## src/rtl/decode_stage.sv

```systemverilog
// Registered, handshaked RV32I-subset decoder with a per-instruction micro-step counter.
// Optional BEQ/BNE support is enabled with `define BRANCH_EN.
module decode_stage #(
  parameter int XLEN     = 32,
  parameter int CNT_W    = 2,
  parameter int ALU_LAST = 1,
  parameter int MEM_LAST = 2,
  parameter int BR_LAST  = 2
) (
  input  logic             clk,
  input  logic             rst_n,
  input  logic             flush,
  input  logic             in_valid,
  output logic             in_ready,
  input  logic [31:0]      instruction,
  input  logic             step_adv,
  output logic             op_valid,
  output logic [8:0]       op_onehot,
  output logic [XLEN-1:0]  imm,
  output logic [4:0]       rs1,
  output logic [4:0]       rs2,
  output logic [4:0]       rd,
  output logic [CNT_W-1:0] step,
  output logic             last_step,
  output logic             halted,
  output logic [31:0]      illegal_instr
);

  typedef enum logic [1:0] {IDLE, EXEC, HALT} state_t;

  typedef struct packed {
    logic            legal;
    logic [8:0]      onehot;
    logic [XLEN-1:0] imm;
    logic [4:0]      rs1;
    logic [4:0]      rs2;
    logic [4:0]      rd;
  } dec_t;

  localparam logic [6:0] OPC_R      = 7'b0110011;
  localparam logic [6:0] OPC_LOAD   = 7'b0000011;
  localparam logic [6:0] OPC_STORE  = 7'b0100011;
  localparam logic [6:0] OPC_OPIMM  = 7'b0010011;
  localparam logic [6:0] OPC_LUI    = 7'b0110111;
  localparam logic [6:0] OPC_JAL    = 7'b1101111;
  localparam logic [6:0] OPC_BRANCH = 7'b1100011;

  state_t          state;
  dec_t            dec;
  logic [6:0]      opcode;
  logic [2:0]      funct3;
  logic [6:0]      funct7;
  logic [XLEN-1:0] imm_i, imm_s, imm_u, imm_j;
  logic [CNT_W-1:0] last_idx;
  logic            accept;

  assign opcode = instruction[6:0];
  assign funct3 = instruction[14:12];
  assign funct7 = instruction[31:25];

  assign imm_i = XLEN'($signed(instruction[31:20]));
  assign imm_s = XLEN'($signed({instruction[31:25], instruction[11:7]}));
  assign imm_u = XLEN'($signed({instruction[31:12], 12'b0}));
  assign imm_j = XLEN'($signed({instruction[31], instruction[19:12], instruction[20],
                                instruction[30:21], 1'b0}));
`ifdef BRANCH_EN
  logic [XLEN-1:0] imm_b;
  assign imm_b = XLEN'($signed({instruction[31], instruction[7], instruction[30:25],
                                instruction[11:8], 1'b0}));
`endif

  // NOTE: every field gets a default before the case so no latch is inferred.
  always_comb begin
    dec = '0;
    unique case (opcode)
      OPC_R: begin
        if (funct3 == 3'b000 && funct7 == 7'b0000000) dec.onehot[0] = 1'b1;
        if (funct3 == 3'b000 && funct7 == 7'b0100000) dec.onehot[1] = 1'b1;
        dec.rs1 = instruction[19:15];
        dec.rs2 = instruction[24:20];
        dec.rd  = instruction[11:7];
      end
      OPC_LOAD: begin
        dec.onehot[2] = (funct3 == 3'b010);
        dec.imm = imm_i;
        dec.rs1 = instruction[19:15];
        dec.rd  = instruction[11:7];
      end
      OPC_STORE: begin
        dec.onehot[3] = (funct3 == 3'b010);
        dec.imm = imm_s;
        dec.rs1 = instruction[19:15];
        dec.rs2 = instruction[24:20];
      end
      OPC_OPIMM: begin
        dec.onehot[4] = (funct3 == 3'b000);
        dec.imm = imm_i;
        dec.rs1 = instruction[19:15];
        dec.rd  = instruction[11:7];
      end
      OPC_LUI: begin
        dec.onehot[5] = 1'b1;
        dec.imm = imm_u;
        dec.rd  = instruction[11:7];
      end
      OPC_JAL: begin
        dec.onehot[6] = 1'b1;
        dec.imm = imm_j;
        dec.rd  = instruction[11:7];
      end
`ifdef BRANCH_EN
      OPC_BRANCH: begin
        dec.onehot[7] = (funct3 == 3'b000);
        dec.onehot[8] = (funct3 == 3'b001);
        dec.imm = imm_b;
        dec.rs1 = instruction[19:15];
        dec.rs2 = instruction[24:20];
      end
`endif
      default: ;
    endcase
    dec.legal = |dec.onehot;
    // Illegal words latch all-zero fields, so the load path needs no extra muxing.
    if (!dec.legal) dec = '0;
  end

  always_comb begin
    last_idx = CNT_W'(ALU_LAST);
    if (op_onehot[2] || op_onehot[3]) last_idx = CNT_W'(MEM_LAST);
    if (op_onehot[7] || op_onehot[8]) last_idx = CNT_W'(BR_LAST);
  end

  assign last_step = op_valid && (step == last_idx);
  assign in_ready  = !flush && (state == IDLE || (state == EXEC && last_step && step_adv));
  assign accept    = in_valid && in_ready;

  // NOTE: state registers use non-blocking assignments so all flops update together.
  always_ff @(posedge clk or negedge rst_n) begin
    if (!rst_n) begin
      state         <= IDLE;
      op_valid      <= 1'b0;
      op_onehot     <= '0;
      imm           <= '0;
      rs1           <= '0;
      rs2           <= '0;
      rd            <= '0;
      step          <= '0;
      halted        <= 1'b0;
      illegal_instr <= '0;
    end else if (flush && state != HALT) begin
      state     <= IDLE;
      op_valid  <= 1'b0;
      op_onehot <= '0;
      imm       <= '0;
      rs1       <= '0;
      rs2       <= '0;
      rd        <= '0;
      step      <= '0;
    end else if (accept) begin
      op_valid  <= dec.legal;
      op_onehot <= dec.onehot;
      imm       <= dec.imm;
      rs1       <= dec.rs1;
      rs2       <= dec.rs2;
      rd        <= dec.rd;
      step      <= '0;
      if (dec.legal) begin
        state <= EXEC;
      end else begin
        state         <= HALT;
        halted        <= 1'b1;
        illegal_instr <= instruction;
      end
    end else if (state == EXEC && step_adv) begin
      if (last_step) begin
        // Retire with nothing waiting: drop back to IDLE with cleared fields.
        state     <= IDLE;
        op_valid  <= 1'b0;
        op_onehot <= '0;
        imm       <= '0;
        rs1       <= '0;
        rs2       <= '0;
        rd        <= '0;
        step      <= '0;
      end else begin
        step <= step + CNT_W'(1);
      end
    end
  end

endmodule

```

## config.mk

```make
export PLATFORM = sky130hd
export DESIGN_NAME = decode_stage
export DESIGN_NICKNAME = d
export VERILOG_FILES = /design/src/rtl/decode_stage.sv
export SDC_FILE = /design/constraint.sdc
export NUM_CORES = 1
export LEC_CHECK = 0
export BUFFER_PORTS_ARGS = -buffer_cell sky130_fd_sc_hd__buf_4
export CAP_MARGIN = 5
export CORE_ASPECT_RATIO = 0.6
export CORE_UTILIZATION = 45
export CTS_CLUSTER_SIZE = 20
export DETAILED_ROUTE_END_ITERATION = 10
export HOLD_SLACK_MARGIN = 0.15
export PLACE_DENSITY = 0.75
export SLEW_MARGIN = 20
export SYNTH_ARGS = -nofsm -noshare
export SYNTH_HDL_FRONTEND = slang
export SYNTH_SLANG_ARGS = --single-unit
```

## constraint.sdc

```tcl
create_clock -name clk -period 4.4 [get_ports clk]
set_clock_uncertainty 0.15 [all_clocks]
set_input_delay 0.88 -clock clk [delete_from_list [all_inputs] [get_ports clk]]
set_output_delay 0.88 -clock clk [all_outputs]
set_load 0.02 [all_outputs]
```

==> metrics <==
hold buffers post-CTS 0; critical path's slowest cell nand3_4; leakage 2.61 nW; post-DP HPWL 7.81 mm; Cell Area, Placed roughly 5100 um2; Seq/Total Area, Yosys a little under three fifths; vias in the first global route approximately 3200; Ys Warns 0; Min Clock Period, post-route 2.99 ns; clock sink count approximately 90; Reg clk slew, reported paths approximately 0.060 ns; starting density of the core a little under half; fraction of registers with async set/reset between 90% and 100%; Final Cell Area roughly 5400 um2; # port buffers ~130; Crit path arrival time between 3 and 4 ns; CP Max Fanout 34; worst slew pin tran 0.920 ns; Die X between 100 and 150 um; DRC 0; VDD IR max between 0.2 and 0.3 mV; post-CTS setup repair buffer count 0; Synth Flop Type dfrtp_1; gp weighted congestion approximately 0.90; layout overhead on the synthesized area 31.5%; H-tree depth 3; ANT nets after route 0; mean number of vias per cell just under 6; unrepaired setup endpoints after global routing false; n_diodes 0; Rows 26; TritonCTS clock tree built; Post-Syn Area per Cell around 14 um2; largest net degree at the start of global routing slightly below 70; Distinct cells, synth 51; Setup-failing EPs final 0; initial antenna violation count 0; commonest non-fill, non-tap cells in the layout buf_4 (131), dfrtp_1 (91), mux2_4 (24), a21oi_1 (24), o2bb2ai_1 (21); CTS buffer count 9; status finished, final reports clean; # nets final approximately 460; I/O pin cnt roughly 130; first-pass GRT wire length roughly 18 mm; total wire length 11.2 mm; f_max approximately 0.33 GHz; Synth Instances between 300 and 400; Post-synth EDFFs 0; worst path cell trace buf_4 > nand2_1 > and2b_2 > a311oi_4 > nand3_4 > mux2_4; Pre-Repair DR Iteration Count 4; Slew HR 38.4%; iteration-0 DRC count of the detailed router between 200 and 250; All-Layer GR Usage around a quarter; Root Driver clkbuf_16; Hold Crit Class reg2reg; gr ovfl total 0; Final Hold Slack 0.318 ns; Startpoint Class input port; Cell Pwr Density between 500 and 600 nW/um2; DR WL/cell 20.5 um; final count of hold timing violations 0; Die ar. between 9000 and 10000 um2; CP Class in2reg; Max Slew Vio Count 0; Longest Clk Path Bufs 2; Total Neg Setup Slack 0 ns; layout cell share with drive strength beyond 1 47.3%; Die Span Y ~76 um; vias after detailed routing between 3000 and 4000; final worst path period share a little under 70%; Max-Cap Viols 0; Largest stage delay, worst path 0.57 ns; Worst setup EP type register; WP data required approximately 4.5 ns; Skew-Pair Late Insertion Delay roughly 0.34 ns; most common cell after layout, fill and taps aside buf_4; Post-CTS Resized 0; synthesis-stage register bit count between 90 and 100; Core ar. 8720 um2; Syn Std Cell Area a little over 4000 um2
[state kept, by name (all words and copies together), names as in the netlist]
name / flops
halted: 1
illegal_instr: 32
imm: 32
op_onehot: 7
rd: 5
rs1: 5
rs2: 5
state: 2
step: 2
[critical path: cells and delay by family]
family          cells  cell delay [ns]
compound gates      1             0.40
buf+inv             1             0.13
mux                 1             0.51
simple gates        3             1.11
[logic make-up (layout without fill, tap and decap cells)]
logic type	after synthesis	in the layout	share of synthesized area, %
AOI/OAI and AO/OA	98	98	21.1
other	1	2	0.0907
muxes	33	33	11.1
buffers and inverters	23	150	4.20
and+or+nand+nor	57	57	8.41
DFF	91	91	55.1
[synthesized netlist by cell type (4+ instances only)]
cell type,count,share of area (%)
a32o_1,15,3.6
o2bb2ai_1,21,4.4
dfrtp_1,91,55
nand2b_1,4,0.60
nor2_1,13,1.2
a32oi_1,4,0.85
mux2_4,24,8.7
mux2_2,8,2.2
o2bb2ai_2,9,3.3
clkbuf_1,4,0.36
buf_6,9,2.5
nand3_1,8,0.97
a21oi_1,24,2.9
a22o_1,8,1.7
o21ai_0,4,0.48
nand2_1,8,0.73
[stage by stage]
step,setup WS (ns),power (mW),std cells,utilization (%)
floorplan,1.78,1.56,304,-
CTS,1.44,2.76,543,62.4
finish,1.41,2.74,543,62.4
global placement,1.19,1.89,527,58.6
detailed placement,1.07,1.91,527,58.6
global route,1.31,2.86,543,62.4
[report_power, final]
part / total, mW / internal [mW] / switching, mW / leakage [nW]
Clock: 0.840 / 0.528 / 0.312 / 0.159
Combinational: 0.810 / 0.409 / 0.402 / 1.25
Sequential: 1.09 / 0.992 / 0.0981 / 1.20
[worst paths after layout]
check,from,to,slack [ns],cells past startpoint
worst max-delay path,instruction[1],illegal_instr[16],1.41,6
worst min-delay path,halted,halted,0.32,1
worst max register to register,op_onehot[3],illegal_instr[16],1.79,5
worst min register to register,halted,halted,0.32,1
max in group asynchronous,rst_n,imm[28],2.77,2
min in group asynchronous,rst_n,illegal_instr[4],0.49,1
[per-layer routing]
metal	vias up	GRT usage [%]	wire length, um
met3	12	7.58	938
met5	-	0	0
met2	136	35.4	4810
met4	0	6.51	116
li1	1404	-	-
met1	1616	35.0	5290
[final cells by class]
| type | instances | area, um2 |
|---|---|---|
| fillers | 713 | 3280 |
| flip-flops and latches | 91 | 2280 |
| multi-input cells | 190 | 1700 |
| repair buffers | 131 | 983 |
| clock buffers | 12 | 256 |
| well taps | 112 | 140 |
| clock inverters | 4 | 72.6 |
| inverters | 3 | 11.3 |
Power figures use the tool's default switching activity.
